`config.mk`:
```
export PLATFORM = sky130hd
export DESIGN_NAME = dsp_out_collector
export DESIGN_NICKNAME = d
export VERILOG_FILES = /design/src/rtl/dsp_out_collector.sv
export SDC_FILE = /design/constraint.sdc
export NUM_CORES = 1
export LEC_CHECK = 0
export CAP_MARGIN = 40
export CORE_ASPECT_RATIO = 0.8
export CORE_MARGIN = 5
export CORE_UTILIZATION = 40
export CTS_CLUSTER_SIZE = 12
export DETAILED_ROUTE_END_ITERATION = 8
export SETUP_SLACK_MARGIN = 0.3
export SKIP_CTS_REPAIR_TIMING = 1
export SLEW_MARGIN = 0
export SYNTH_ARGS = -nofsm -noshare
export SYNTH_HDL_FRONTEND = slang
export SYNTH_SLANG_ARGS = --single-unit
```
`constraint.sdc`:
```
create_clock -name clk -period 6.51 [get_ports clk]
set_input_delay 1.302 -clock clk [delete_from_list [all_inputs] [get_ports clk]]
set_output_delay 1.302 -clock clk [all_outputs]
set_load 0.01 [all_outputs]
```
`src/rtl/dsp_out_collector.sv`:
```
// dsp_out_collector: tracks ops issued into a fixed-latency DSP pipe and buffers their results in a FWFT FIFO.
module dsp_out_collector #(
  parameter int REGWIDTH = 48,
  parameter int LATENCY  = 4,
  parameter int DEPTH    = 8
) (
  input  logic                      clk,
  input  logic                      s_rst,
  input  logic                      in_valid,
  output logic                      in_ready,
  input  logic [REGWIDTH-1:0]       pipe_data,
  output logic [REGWIDTH-1:0]       out_data,
  output logic                      out_valid,
  input  logic                      out_ready,
  output logic [$clog2(DEPTH):0]    count,
  output logic                      overflow
);
  localparam int AW = $clog2(DEPTH);
  logic [REGWIDTH-1:0] mem [DEPTH];
  logic [AW-1:0]       rd_ptr, wr_ptr;
  logic [AW:0]         credits;
  logic [LATENCY-1:0]  tracker;
  logic                accept, pop, wr_en, full, wr;
  assign in_ready  = credits < (AW+1)'(DEPTH);
  assign accept    = in_valid & in_ready;
  assign out_valid = count != '0;
  assign pop       = out_valid & out_ready;
  assign wr_en     = tracker[LATENCY-1];
  assign full      = count == (AW+1)'(DEPTH);
  // a write into a full FIFO is only allowed when the head leaves in the same cycle
  assign wr        = wr_en & (~full | pop);
  assign out_data  = mem[rd_ptr];
  always_ff @(posedge clk) begin
    if (s_rst) begin
      tracker  <= '0;
      rd_ptr   <= '0;
      wr_ptr   <= '0;
      count    <= '0;
      credits  <= '0;
      overflow <= 1'b0;
    end else begin
      tracker  <= LATENCY'({tracker, accept});
      rd_ptr   <= rd_ptr + AW'(pop);
      wr_ptr   <= wr_ptr + AW'(wr);
      count    <= count + (AW+1)'(wr) - (AW+1)'(pop);
      credits  <= credits + (AW+1)'(accept) - (AW+1)'(pop);
      overflow <= overflow | (wr_en & full & ~pop);
    end
  end
  always_ff @(posedge clk) begin
    if (!s_rst && wr) mem[wr_ptr] <= pipe_data;
  end
endmodule

```
==> out/qor.tcl <==
set qor(timing.final.crit_share) 0.691
set qor(chipWidth_um) 231
set qor(leakage_dissipation_nw) 5.86
set qor(detailedRoute.firstPassIterationCount) 4
set qor(busiest_layer) {met2}
set qor(num-fill-cells) 3030
set qor(whs_ns) 0.447
set qor(synth.distinct_cells) 34
set qor(crit_path_kind) {register to primary output}
set qor(htree_levels) 2
set qor(congestion_overflow_gr) 0
set qor(nNetsFinal) 869
set qor(peak_vdd_ir_mv) 0.170
set qor(antenna_found_initial) 4
set qor(asyncSetResetFlopFracSynth) 0
set qor(clock-skew-final_ns) 0.0164
set qor(grt_pass1_vias) 7639
set qor(timing.critical_path.fanout_max) 32
set qor(critPathCaptureType) {primary output}
set qor(placement_rows) 64
set qor(buffer_ports.inserted) 106
set qor(dr.first_iter.drc_count) 465
set qor(yosys_warnings) 0
set qor(globalRouteMet1Util) 0.187
set qor(final_layout_size_suffix_gt1_frac) 0.260
set qor(detail_route.vias_per_cell) 5.23
set qor(worst_hold_path_type) {register to register}
set qor(synth_ff_type) {edfxtp_1}
set qor(slew_headroom) 0.389
set qor(tritoncts_clock_tree) {yes}
set qor(max_cap_violations) 0
set qor(synth.cell_area_um2) 15600
set qor(dp_hpwl_um) 17900
set qor(leading_cell_types_by_total_area_after_synthesis) {edfxtp_1, mux4_2, mux2_4}
set qor(dieHeight_um) 187
set qor(grt_use_met3) 0.0315
set qor(yosys_register_bits) 403
set qor(clock_insertion_delay_at_the_later_pin_of_the_skew_report_ns) 0.53
set qor(timing_hold_violations_final) 0
set qor(grtUsageMet2) 0.241
set qor(clock_transition_at_the_registers_of_the_reported_paths_ns) 0.06
set qor(maximum_number_of_pins_on_one_net_before_global_route_repair) 52
set qor(route.final.wire_length_um) 30400
set qor(layout.area.seq_um2) 11900
set qor(cts_max_path_buffers) 3
set qor(route.detailed.drc) 0
set qor(synth_fp_nets) 727
set qor(ant_nets) 0
set qor(route.detailed.wl_per_inst_um) 23.1
set qor(initial_core_utilization) 0.406
set qor(place_area_um2) 17400
set qor(rr_worst_depth) 6
set qor(synth_enable_flop_cells) 384
set qor(gp_routability_congestion) 0.680
set qor(core_area_um2) 38400
set qor(cts_inserted_buffers) 42
set qor(worstHoldPathCells) 1
set qor(synthToLayoutAreaGrowth_pct) 18.7
set qor(run_status) {finished, final reports clean}
set qor(synth.top_cell.area_share) 0.739
set qor(global_route.usage.total) 0.141
set qor(grt_setup_unrepaired) {no}
set qor(synth_top_area_cell) {edfxtp_1}
set qor(final.min_clock_period_ns) 4.50
set qor(ctsRootBufferMaster) {clkbuf_16}
set qor(post-synth-top-count-cell) {edfxtp_1}
set qor(dieArea_um2) 43100
set qor(setup_viols_final) 0
set qor(final_area_um2) 18500
set qor(synthesis.instances) 660
set qor(crit_arrival_ns) 3.20
set qor(wire_length_of_the_first_global_routing_pass_um) 46600
set qor(power_per_cell_area_nw_per_um2) 332
set qor(cts.sink_count) 403
set qor(tightest_slew_ns) 0.914
set qor(vias) 6893
set qor(synth_commonest_cells) {edfxtp_1, mux4_2, mux2_4}
set qor(multi_input_area_um2) 3490
set qor(synthesis.area_per_instance_um2) 23.7
set qor(ioPinCount) 107
set qor(startpoint_type_of_the_worst_setup_path) {register}
set qor(required_ns) 5.21
set qor(timing.fmax_mhz) 222
set qor(timing_max_transition_violations_final) 0
set qor(yosysSeqAreaShare) 0.763
-- stage by stage --
step,power [mW],TNS (ns),instances,util,worst slack (ns)
4_1_cts,6.25,0,1317,0.482,1.88
6_report,6.16,0,1318,0.482,2.01
3_5_place_dp,4.16,0,1253,0.452,2.07
2_1_floorplan,3.69,-78.70,660,-,-0.410
5_1_grt,6.43,0,1317,0.482,1.77
3_3_place_gp,4.11,0,1250,0.450,2.14
-- worst max-delay path, cell delays in order, from the launching register on --
cell	delay, ns
dfxtp_4	0.56
buf_16	0.30
buf_4	0.40
mux4_1	0.64
mux2_4	0.28
clkdlybuf4s50_1	0.47
-- final cells by class --
cell class,count,area share
well taps,495,0.0334
inverters,12,0.00243
diodes,1,0.000135
clock inverters,11,0.00317
clock buffers,53,0.0601
repair buffers,128,0.0694
multi-input cells,215,0.188
flip-flops and latches,403,0.643
-- layer usage --
layer | vias up | part of all wire
li1 | 3057 | -
met1 | 3636 | 0.43
met2 | 148 | 0.51
met3 | 46 | 0.047
met4 | 6 | 0.017
met5 | - | 0.0013
-- logic make-up (layout without fill, tap and decap cells) --
kind of cell / Yosys count / after routing / synth area share
xor gates and xnor gates: 5 / 5 / 0.00281
other: 0 / 1 / 0
buffers and inverters: 42 / 204 / 0.0168
adders and majority gates: 15 / 15 / 0.0130
DFF: 403 / 403 / 0.763
AOI/OAI and AO/OA: 10 / 10 / 0.00425
and+or+nand+nor: 41 / 41 / 0.0144
muxes: 144 / 144 / 0.186
-- layout by cell type (no fill, tap or decap), types with 5 or more instances in the layout --
master and instances:
edfxtp_1 384, clkdlybuf4s50_1 106, mux4_2 83, clkbuf_16 43, mux2_4 40, buf_4 19, dfxtp_1 16, mux4_1 13
ha_1 13, inv_1 12, clkbuf_1 10, nor2_1 9, nor2b_1 9, mux2_2 8, nand2b_1 5, clkinv_1 5
-- worst paths after layout --
kind                    startpoint                     to  slack (ns)
max reg2reg    count[2]$_SDFF_PP0_   mem[0][46]$_DFFE_PP_        3.76
max           rd_ptr[1]$_SDFF_PP0_           out_data[36]        2.01
min          tracker[1]$_SDFF_PP0_  tracker[2]$_SDFF_PP0_        0.45
min reg2reg  tracker[1]$_SDFF_PP0_  tracker[2]$_SDFF_PP0_        0.45
-- where the power goes --
part	leakage [nW]	switching [mW]	total, mW	internal (mW)
registers	3.61	0.0603	2.93	2.87
logic	1.67	0.469	1.15	0.679
clock network	0.576	0.887	2.08	1.20
total	5.86	1.42	6.16	4.75
-- state kept, by name, summed over array words and instances (netlist names) --
| signal | cells |
|---|---|
| mem | 384 |
| rd_ptr | 3 |
| wr_ptr | 3 |
| tracker | 4 |
| overflow | 1 |
| credits | 4 |
| count | 4 |
Note: power is estimated with default switching activity, not from simulation.
